<file path="src/rtl/sdft_sequencer.sv">
// Sequences ADC samples into a sliding DFT, reads bins back and writes magnitudes.
// Optional peak tracking is compiled in with SDFT_SEQ_PEAK_EN.
module sdft_sequencer #(
   parameter int DATA_W     = 8,
   parameter int FREQ_W     = 16,
   parameter int BINS       = 32,
   parameter int BIN_ADDR_W = 5,
   parameter int SAMPLE_DIV = 64,
   parameter int READ_EVERY = 128,
   parameter int MAG_SHIFT  = 8,
   parameter int TIMEOUT    = 1023
) (
   input  logic                         clk,
   input  logic                         reset_n,
   input  logic                         enable,
   input  logic        [DATA_W-1:0]     adc,
   output logic        [DATA_W-1:0]     sdft_sample,
   output logic                         sdft_start,
   input  logic                         sdft_ready,
   output logic                         sdft_read,
   output logic        [BIN_ADDR_W-1:0] sdft_bin_addr,
   input  logic signed [FREQ_W-1:0]     bin_real,
   input  logic signed [FREQ_W-1:0]     bin_imag,
   output logic                         bram_w_en,
   output logic        [BIN_ADDR_W-1:0] bram_w_addr,
   output logic        [FREQ_W-1:0]     bram_d_in,
   output logic                         frame_done,
   output logic                         overrun,
   output logic                         timeout_err,
   output logic        [BIN_ADDR_W-1:0] peak_bin,
   output logic        [FREQ_W-1:0]     peak_mag
);

   localparam int TICK_W = (SAMPLE_DIV > 1) ? $clog2(SAMPLE_DIV) : 1;
   localparam int SCNT_W = (READ_EVERY > 1) ? $clog2(READ_EVERY) : 1;
   localparam int WAIT_W = $clog2(TIMEOUT + 1);
   localparam int SUM_W  = 2 * FREQ_W + 1;

   typedef enum logic [2:0] {
      S_IDLE,
      S_START,
      S_PROCESS,
      S_READ,
      S_CAPTURE,
      S_MAG,
      S_WRITE
   } state_t;

   state_t                     state;
   state_t                     state_nx;
   logic [TICK_W-1:0]          tick_cnt;
   logic [SCNT_W-1:0]          smp_cnt;
   logic [WAIT_W-1:0]          wait_cnt;
   logic signed [FREQ_W-1:0]   re_q;
   logic signed [FREQ_W-1:0]   im_q;
   logic signed [2*FREQ_W-1:0] re_sq;
   logic signed [2*FREQ_W-1:0] im_sq;
   logic [SUM_W-1:0]           sum;
   logic [SUM_W-1:0]           shifted;
   logic [FREQ_W-1:0]          mag;
   logic                       tick;
   logic                       accept;
   logic                       last_smp;
   logic                       last_bin;
   logic                       stalled;
   logic                       timeout_hit;

   assign tick     = enable && (tick_cnt == TICK_W'(SAMPLE_DIV - 1));
   assign accept   = (state == S_IDLE) && tick && sdft_ready;
   assign last_smp = (smp_cnt == SCNT_W'(READ_EVERY - 1));
   assign last_bin = (sdft_bin_addr == BIN_ADDR_W'(BINS - 1));

   // Handshake is stuck when the SDFT has not yet answered in the waiting state.
   assign stalled = ((state == S_START) && sdft_ready)
                 || ((state == S_PROCESS) && !sdft_ready);
   assign timeout_hit = stalled && (wait_cnt == WAIT_W'(TIMEOUT));

   assign sdft_start  = (state == S_START);
   assign sdft_read   = (state == S_READ);
   assign bram_w_en   = (state == S_WRITE);
   assign bram_w_addr = sdft_bin_addr;
   assign frame_done  = bram_w_en && last_bin;

   always_comb begin
      state_nx = state;
      unique case (state)
         S_IDLE:    if (accept) state_nx = S_START;
         S_START: begin
            if (!sdft_ready)      state_nx = S_PROCESS;
            else if (timeout_hit) state_nx = S_IDLE;
         end
         S_PROCESS: begin
            if (sdft_ready)       state_nx = last_smp ? S_READ : S_IDLE;
            else if (timeout_hit) state_nx = S_IDLE;
         end
         S_READ:    state_nx = S_CAPTURE;
         S_CAPTURE: state_nx = S_MAG;
         S_MAG:     state_nx = S_WRITE;
         S_WRITE:   state_nx = S_IDLE;
         default:   state_nx = S_IDLE;
      endcase
   end

   // Full-width power sum, then shift and clamp into the magnitude width.
   always_comb begin
      re_sq   = re_q * re_q;
      im_sq   = im_q * im_q;
      sum     = {1'b0, re_sq} + {1'b0, im_sq};
      shifted = sum >> MAG_SHIFT;
      mag     = (|shifted[SUM_W-1:FREQ_W]) ? '1 : shifted[FREQ_W-1:0];
   end

   always_ff @(posedge clk) begin
      if (!reset_n) begin
         state         <= S_IDLE;
         tick_cnt      <= '0;
         smp_cnt       <= '0;
         wait_cnt      <= '0;
         sdft_sample   <= '0;
         sdft_bin_addr <= '0;
         re_q          <= '0;
         im_q          <= '0;
         bram_d_in     <= '0;
         overrun       <= 1'b0;
         timeout_err   <= 1'b0;
      end else begin
         state    <= state_nx;
         tick_cnt <= (!enable || tick) ? '0 : tick_cnt + 1'b1;

         if (state_nx != state)
            wait_cnt <= '0;
         else if ((state == S_START) || (state == S_PROCESS))
            wait_cnt <= wait_cnt + 1'b1;

         if (accept)
            sdft_sample <= adc;
         if (tick && !accept)
            overrun <= 1'b1;
         if (timeout_hit)
            timeout_err <= 1'b1;

         if ((state == S_PROCESS) && sdft_ready)
            smp_cnt <= last_smp ? '0 : smp_cnt + 1'b1;

         if (state == S_CAPTURE) begin
            re_q <= bin_real;
            im_q <= bin_imag;
         end
         if (state == S_MAG)
            bram_d_in <= mag;
         if (state == S_WRITE)
            sdft_bin_addr <= last_bin ? '0 : sdft_bin_addr + 1'b1;
      end
   end

`ifdef SDFT_SEQ_PEAK_EN
   logic [FREQ_W-1:0]     run_mag;
   logic [BIN_ADDR_W-1:0] run_bin;
   logic                  new_max;

   // Strict compare so a tie keeps the earlier (lower) bin.
   assign new_max = bram_d_in > run_mag;

   always_ff @(posedge clk) begin
      if (!reset_n) begin
         run_mag  <= '0;
         run_bin  <= '0;
         peak_mag <= '0;
         peak_bin <= '0;
      end else if (bram_w_en) begin
         if (frame_done) begin
            peak_mag <= new_max ? bram_d_in : run_mag;
            peak_bin <= new_max ? sdft_bin_addr : run_bin;
            run_mag  <= '0;
            run_bin  <= '0;
         end else if (new_max) begin
            run_mag <= bram_d_in;
            run_bin <= sdft_bin_addr;
         end
      end
   end
`else
   assign peak_bin = '0;
   assign peak_mag = '0;
`endif

endmodule

</file>
<file path="config.mk">
export PLATFORM = sky130hd
export DESIGN_NAME = sdft_sequencer
export DESIGN_NICKNAME = d
export VERILOG_FILES = /design/src/rtl/sdft_sequencer.sv
export SDC_FILE = /design/constraint.sdc
export NUM_CORES = 1
export LEC_CHECK = 0
export ABC_CLOCK_PERIOD_IN_PS = 8920
export BUFFER_PORTS_ARGS = -buffer_cell sky130_fd_sc_hd__buf_2
export CAP_MARGIN = 20
export CORE_MARGIN = 5
export CORE_UTILIZATION = 50
export CTS_BUF_LIST = sky130_fd_sc_hd__clkbuf_16
export DETAILED_ROUTE_END_ITERATION = 10
export PLACE_DENSITY = 0.77
export RECOVER_POWER = 100
export SKIP_CTS_REPAIR_TIMING = 1
export SLEW_MARGIN = 10
export SYNTH_ARGS = -nofsm -noshare
export SYNTH_HDL_FRONTEND = slang
export SYNTH_SLANG_ARGS = --single-unit
</file>
<file path="constraint.sdc">
create_clock -name clk -period 8.92 [get_ports clk]
set_input_delay 1.338 -clock clk [delete_from_list [all_inputs] [get_ports clk]]
set_output_delay 1.338 -clock clk [all_outputs]
set_load 0.02 [all_outputs]
</file>
==> results.yml, run 1 <==
sta:
  fin_worst_skew_ns: 0.0289
  setup_violations: 0
  slew_violations: 33
  finalSetupTns_ns: 0
  max_freq_mhz: 116
  setup_ws_ns: 0.321
  period_share: 0.964
  slew_headroom: -0.606
  finalHoldViolCount: 0
  fin_crit_ns: 8.60
  fin_hold_ws_ns: 0.455
  worst_pin_slew_ns: 2.41
route:
  routed.top_layer: "met4"
  wl_per_cell_um: 15.7
  drt_first_iter_violations: 896
  vias: 17000
  firstDrtPassIters: 5
  wl_met1_um: 20200
  viasPerCell: 5.23
  met2WireLength_um: 26300
  routed_wl_um: 51100
  drtAntennaViolNets: 0
  drcViolationCount: 0
  route.met3.wl_um: 3080
synth:
  synth_area_um2: 22900
  synth-edff-count: 0
  yosysUniqueCellTypes: 71
  yosysSeqAreaShare: 0.0778
  synth_cells: 2586
  yosys_register_bits: 89
  yosys_warnings: 0
  async_flop_share: 0
  synth_top_flop_cell: "dfxtp_1"
  syn_avg_cell_area_um2: 8.85
  yosysTopAreaCell: "fa_1"
  yosysTopAreaCellShare: 0.418
  synthTopCellsByArea: "fa_1 (42%), ha_1 (11%), inv_1 (11%)"
worst_setup_path:
  crit_required_ns: 9.18
  crit_type: "reg -> reg"
  worst_setup_path_start_kind: "register"
  r2r_start: "im_q[7]"
  arrival_ns: 8.86
  max_stage_delay_ns: 0.59
  startpoint: "im_q[7]"
  cp_num_buf_inv: 8
  critPathMaxFanout: 12
  r2r_setup_slack_ns: 0.32
  crit_path_end_kind: "register"
  cp_slowest_cell: "fa_1"
  crit_family: "adder cells"
finish:
  layout.nets: 3374
  diodes: 0
  drive_gt1_frac: 0.0595
  final_cell_mix: "inv_1 (667), fa_1 (477), nand2_1 (270)"
  layout_commonest_cell: "inv_1"
  area_delta_synth_final_pct: 6.36
global_routing:
  grt_pass1_wl_um: 86500
  grt_max_degree: 73
  antenna_found_initial: 0
  overflow: 0
  grt_pass1_vias: 18500
  grt.total_usage: 0.210
die:
  io_pins: 105
  fp.dieW_um: 224
  rows: 78
  dieHeight_um: 224
  core-area_um2: 45400
  start_util: 0.504
  die_area_um2: 50200
pwr:
  powerDensity_nw_per_um2: 34.1
  max-vdd-ir-drop_v: 0.000122
  leakagePower_nw: 12.2
run_status:
  violations: "capacitance limit, slew limit"
  outcome: "finished, violations left"
clocking:
  htree_levels: 3
  clkSlewWorstSetupHoldPaths_ns: 0.10
  cts_buffers: 9
  insertion_delay_ns: 0.40
  root_buffer: "clkbuf_16"
  clock_path_buffers: 2
  cts_tree: "built"
  clock_sinks: 89
place:
  io_buffers: 83
  dp_slack_ns: 0.0726
  finalWeightedCongestion: 0.939
  place_hpwl_um: 44300
min_path:
  hp-start: "tick_cnt[0]"
  hold_path_class: "reg -> reg"
flow_run:
  max-cap-violations: 1
-- flip-flops by register name, indices dropped and copies added (netlist names) --
register / cells
bram_d_in: 16
im_q: 16
re_q: 16
wait_cnt: 10
sdft_sample: 8
smp_cnt: 7
tick_cnt: 6
bram_w_addr: 5
state: 3
overrun: 1
timeout_err: 1
-- synthesized netlist by cell type, drive strengths merged (3+ instances only) --
| cell type | count |
|---|---|
| a21boi | 42 |
| nor4 | 3 |
| clkbuf | 70 |
| mux2i | 10 |
| o21bai | 9 |
| a31o | 7 |
| o21a | 20 |
| a21oi | 89 |
| nor2b | 28 |
| xor2 | 33 |
| o311ai | 3 |
| nand4 | 11 |
| a221oi | 3 |
| and4 | 3 |
| a211oi | 7 |
| nand2b | 11 |
| a31oi | 9 |
| o2111ai | 3 |
| nand3b | 5 |
| and3 | 13 |
| or3 | 4 |
| o221ai | 3 |
| ha | 201 |
| and2 | 84 |
| nor3 | 15 |
| xnor2 | 82 |
| nand3 | 25 |
| nor2 | 135 |
| dfxtp | 89 |
| fa | 478 |
| o21ai | 50 |
| o211ai | 3 |
| buf | 31 |
| or2 | 4 |
| nand2 | 270 |
| inv | 667 |
| a21o | 36 |
-- layer usage --
metal	track usage	vias to the layer above
li1	-	7844
met2	0.375	474
met3	0.0351	90
met1	0.263	8624
met4	0.0640	0
met5	0	-
-- area by class of cell --
class                      count  area (um^2)
tap                          600          751
inverter                     667         2500
fill                        4100        21000
sequential                    89         1790
multi-input combinational   1749        18200
clock buffer                   9          225
timing repair buffer         135          767
clock inverter                 7         58.8
-- logic make-up after synthesis --
logic type	count (synthesis)	share of synthesized area
xor+xnor	115	0.0440
mux	12	0.00536
flops	89	0.0778
buf+inv	768	0.131
simple gates	621	0.126
compound gates	301	0.0885
fa+ha+maj	679	0.528
other cells	1	0.000164
-- path summary, 6_finish.rpt --
path	to	depth (start not counted)
max	bram_d_in[11]	33
min	tick_cnt[0]	1
max reg2reg	bram_d_in[11]	33
min reg2reg	tick_cnt[0]	1
-- stage by stage --
step / cell area [um^2] / cells / total power, mW / utilization
after floorplan: 23000 / 2606 / 0.431 / -
after global placement: 24000 / 3237 / 0.436 / 0.529
after detailed placement: 24000 / 3237 / 0.437 / 0.529
after CTS: 24300 / 3253 / 0.841 / 0.536
after global routing: 24300 / 3256 / 0.862 / 0.536
final: 24300 / 3256 / 0.829 / 0.536
-- report_power, final --
group / total [mW] / switching [mW] / internal, mW
logic: 0.0297 / 0.0189 / 0.0109
registers: 0.398 / 0.000318 / 0.397
clock network: 0.402 / 0.207 / 0.195
No activity file was read; power rests on OpenSTA's default activity.
==> run 2: changes to the inputs <==
CELL_PAD_IN_SITES_DETAIL_PLACEMENT = 1   (was not set)
CELL_PAD_IN_SITES_GLOBAL_PLACEMENT = 1   (was not set)
PLACE_DENSITY = 0.93   (was 0.77)
==> run 2 against run 1 <==
The run now ends clean. Setup slack got worse by 0.19 ns. Clock skew shrank 0.015 ns. Register-to-register slack got worse by 0.19 ns. Wire length is 38% higher. Global-route usage is 6.6 points higher. Highest routed layer unchanged. Largest cell class unchanged. Fmax decreased by 2.2%. Flip-flop and latch count is the same. Sequential share of layout area about the same.
==> results.yml, run 2 (synthesis results as in run 1) <==
global_routing:
  grt.total_usage: 0.276
  grt_pass1_vias: 21300
  antenna_found_initial: 1
  grt_pass1_wl_um: 109000
  grt_max_degree: 73
  overflow: 0
worst_setup_path:
  cp_slowest_cell: "fa_1"
  r2r-end: "bram_d_in[8]"
  arrival_ns: 9.07
  max_stage_delay_ns: 0.55
  worst_setup_path_start_kind: "register"
  reg2reg_depth: 34
  startpoint: "re_q[6]"
  crit_family: "adder cells"
  crit_required_ns: 9.20
  r2r_setup_slack_ns: 0.13
  critPathMaxFanout: 11
  crit_path_end_kind: "register"
  cp_num_buf_inv: 8
  crit_type: "reg -> reg"
  r2r_start: "re_q[6]"
sta:
  setup_violations: 0
  fin_crit_ns: 8.79
  slew_violations: 0
  slew_headroom: 0.309
  worst_pin_slew_ns: 1.04
  finalHoldViolCount: 0
  period_share: 0.985
  fin_worst_skew_ns: 0.0136
  max_freq_mhz: 114
finish:
  regArea_um2: 1810
  drive_gt1_frac: 0.0708
  final_cell_mix: "inv_1 (666), fa_1 (475), nand2_1 (269)"
  layout_commonest_cell: "inv_1"
  fillCellCount: 5301
  reg_top3: "bram_d_in (16), im_q (16), re_q (16)"
  area_delta_synth_final_pct: 7.20
  diodes: 0
  multi_input_comb_area_um2: 18300
  layout.nets: 3375
  postLayoutCoreUtil: 0.541
  fin_area_um2: 24500
clocking:
  insertion_delay_ns: 0.39
  cts_buffers: 9
  htree_levels: 3
  clock_sinks: 89
  root_buffer: "clkbuf_16"
  cts_tree: "built"
  clock_path_buffers: 2
  clkSlewWorstSetupHoldPaths_ns: 0.08
place:
  placed_cell_area_um2: 24000
  place_hpwl_um: 58500
  io_buffers: 83
  finalWeightedCongestion: 0.890
route:
  drt_first_iter_violations: 1031
  drtAntennaViolNets: 0
  viasPerCell: 5.54
  wl_per_cell_um: 21.7
  drcViolationCount: 0
  firstDrtPassIters: 5
  vias: 18000
  routed_wl_um: 70700
pwr:
  powerDensity_nw_per_um2: 36.7
  pwr-share-comb: 0.034
  power_frac_seq: 0.441
  p_sw_frac: 0.243
  max-vdd-ir-drop_v: 0.000133
  p_sw_mw: 0.219
  internal_power_mw: 0.682
  p_clk_frac: 0.525
  leakagePower_nw: 12.3
die:
  rows: 78
  core-area_um2: 45400
  io_pins: 105
  fp.dieW_um: 224
  start_util: 0.504
  dieHeight_um: 224
  die_area_um2: 50200
run_status:
  outcome: "complete, no violations"
min_path:
  holdPathStages: 1
  hp-start: "tick_cnt[0]"
  whs_endpoint: "tick_cnt[0]"
  hold_path_class: "reg -> reg"
flow_run:
  max-cap-violations: 0
run 2: cell count changes in the layout (fill, tap and decap cells not counted), sizes merged:
| cell | previous run | this run |
|---|---|---|
| inv | 671 | 667 |
| bufinv | 0 | 3 |
| clkinv | 1 | 3 |
| buf | 94 | 95 |
| clkinvlp | 2 | 1 |
run 2: cell type report:
| class | count | area share |
|---|---|---|
| clock buffer | 9 | 0.00918 |
| tap | 600 | 0.0306 |
| sequential | 89 | 0.0737 |
| inverter | 667 | 0.102 |
| multi-input combinational | 1749 | 0.748 |
| timing repair buffer | 136 | 0.0318 |
| clock inverter | 7 | 0.00474 |
run 2: power by group through the flow:
stage               combinational [mW]  clock, mW  sequential (mW)
floorplan                       0.0236          0            0.407
global placement                0.0286          0            0.407
CTS                             0.0299      0.479            0.398
detailed placement              0.0296          0            0.407
finish                          0.0304      0.473            0.397
global route                    0.0330      0.493            0.397
run 2: how the worst max path moves through the flow:
stage	to	cells past startpoint
finish	bram_d_in[8]	34
global route	bram_d_in[15]	34
CTS	bram_d_in[11]	33
detailed placement	bram_d_in[11]	33
global placement	bram_d_in[0]	33
floorplan	bram_d_in[10]	33
run 2: through the flow:
step | std cells | TNS, ns | hold slack [ns] | setup slack (ns) | total power [mW]
floorplan | 2606 | 0 | 0.417 | 0.707 | 0.431
global placement | 3234 | 0 | 0.434 | 0.393 | 0.436
detailed placement | 3234 | -0.935 | 0.457 | -0.0718 | 0.437
CTS | 3250 | -2.04 | 0.472 | -0.141 | 0.906
global route | 3257 | -2.80 | 0.482 | -0.193 | 0.923
finish | 3257 | 0 | 0.461 | 0.132 | 0.900
run 2: worst reg2reg max path: cells and delay by family, from the launching register on:
kind	cells	cell delay, ns
compound gates	9	1.78
xor+xnor	1	0.15
fa+ha+maj	8	3.81
buf+inv	8	0.76
flops	1	0.48
mux	1	0.22
simple gates	7	1.49
run 2: per-layer routing:
metal,vias up,share of wire,GRT usage
met5,-,0,0
met4,0,0.060,0.142
met3,271,0.043,0.0322
met2,635,0.55,0.522
met1,9273,0.35,0.303
li1,7855,-,-
==> run 3: changes to the inputs <==
SETUP_SLACK_MARGIN = 0.4   (was not set)
==> run 3 against run 2 <==
The run now ends with capacitance limit, slew limit left. Utilization increased by 2.2 points. Die area stayed put. Fmax fell by 0.25%. Critical endpoint unchanged. Clock-buffer cell count did not move. Largest power group unchanged. Highest routed layer unchanged. Total power about the same. Flip-flop and latch count unchanged. Combinational power up 4%.
==> results.yml, run 3 (synthesis results as in run 1) <==
pwr:
  power_mw: 0.901
  leakagePower_nw: 12.6
  powerDensity_nw_per_um2: 35.3
  max-vdd-ir-drop_v: 0.000133
route:
  viasPerCell: 5.68
  drt_first_iter_violations: 1235
  wl_per_cell_um: 23.2
  routed_wl_um: 76700
  vias: 18800
  drtAntennaViolNets: 0
  drcViolationCount: 0
  firstDrtPassIters: 8
sta:
  setup_ws_ns: 0.110
  max_freq_mhz: 114
  slew_headroom: -1.29
  worst_pin_slew_ns: 3.44
  fin_crit_ns: 8.81
  finalHoldViolCount: 0
  setup_violations: 0
  period_share: 0.988
  fin_worst_skew_ns: 0.0163
  slew_violations: 73
  rsz0062_at_grt: "true"
worst_setup_path:
  max_stage_delay_ns: 0.62
  r2r_start: "im_q[1]"
  crit_family: "adder cells"
  critPathMaxFanout: 9
  startpoint: "im_q[1]"
  crit_cells: 32
  cp_slowest_cell: "fa_1"
  reg2reg_depth: 32
  crit_top_cell: "fa_1"
  crit_path_end_kind: "register"
  cp_num_buf_inv: 5
  crit_type: "reg -> reg"
  worst_setup_path_start_kind: "register"
  crit_required_ns: 9.18
  arrival_ns: 9.07
min_path:
  holdPathStages: 1
  hold_path_class: "reg -> reg"
  hp-start: "tick_cnt[0]"
finish:
  layout.nets: 3422
  final_cell_mix: "inv_1 (657), fa_1 (474), nand2_1 (265)"
  area_delta_synth_final_pct: 11.5
  reg_top3: "bram_d_in (16), im_q (16), re_q (16)"
  layout_commonest_cell: "inv_1"
  diodes: 0
  drive_gt1_frac: 0.116
clocking:
  insertion_delay_ns: 0.40
  cts_tree: "built"
  cts_buffers: 9
  clock_sinks: 89
  htree_levels: 3
  clock_path_buffers: 2
  clkSlewWorstSetupHoldPaths_ns: 0.08
  root_buffer: "clkbuf_16"
global_routing:
  grt_pass1_wl_um: 109000
  grt_pass1_vias: 21300
  overflow: 0
  grt.total_usage: 0.276
  grt_max_degree: 73
  antenna_found_initial: 1
flow_run:
  max-cap-violations: 1
run_status:
  outcome: "finished, violations left"
  violations: "capacitance limit, slew limit"
die:
  fp.dieW_um: 224
  start_util: 0.504
  io_pins: 105
  core-area_um2: 45400
  rows: 78
  die_area_um2: 50200
  dieHeight_um: 224
place:
  place_hpwl_um: 58500
  dp_slack_ns: -0.0718
  io_buffers: 83
  finalWeightedCongestion: 0.890
==> run 3: changes by cell type in the layout (fill, tap and decap cells not counted), sizes merged <==
cell      before  now
inv          667  664
clkbuf        50   52
clkinvlp       1    4
buf           95  140
==> run 3: report_power, final <==
group          switching, mW  internal [mW]  total (mW)
Sequential          0.000292          0.392       0.392
Clock                  0.202          0.274       0.476
Combinational         0.0197         0.0119      0.0316
Total                  0.222          0.678       0.901
==> run 3: cell type report <==
type / count / area [um^2]
Multi-Input combinational cell: 1749 / 18800
Clock buffer: 9 / 225
Fill cell: 5208 / 19900
Clock inverter: 7 / 116
Inverter: 667 / 2520
Timing Repair Buffer: 183 / 1260
Sequential cell: 89 / 1860
Tap cell: 600 / 751
==> run 3: routing by layer <==
layer,vias to the layer above,wire [um],global-route usage
li1,7957,-,-
met1,9615,26400,0.303
met2,814,41000,0.522
met3,368,3960,0.0322
met4,0,5400,0.142
met5,-,0,0
==> run 3: path summary, 6_finish.rpt <==
kind,endpoint,slack (ns)
hold / removal,tick_cnt[0],0.46
hold reg to reg,tick_cnt[0],0.46
setup / recovery,bram_d_in[8],0.11
setup reg to reg,bram_d_in[8],0.11
==> run 3: worst register-to-register path, delay by kind of cell, from the launching register on <==
kind / cells / cell delay, ns
buffers and inverters: 5 / 0.62
AOI/OAI and AO/OA: 13 / 2.51
xor gates and xnor gates: 1 / 0.18
and+or+nand+nor: 5 / 1.11
adders and majority gates: 8 / 3.85
DFF: 1 / 0.40
==> run 3: metrics by stage <==
stage / area, um^2 / std cells / TNS [ns] / utilization / hold WS, ns
2_1_floorplan: 23000 / 2606 / 0 / - / 0.417
3_3_place_gp: 24000 / 3234 / 0 / 0.529 / 0.434
3_5_place_dp: 24000 / 3234 / -0.935 / 0.529 / 0.457
4_1_cts: 24300 / 3250 / -2.04 / 0.536 / 0.472
5_1_grt: 25500 / 3304 / -1.73 / 0.562 / 0.483
6_report: 25500 / 3304 / 0 / 0.562 / 0.463
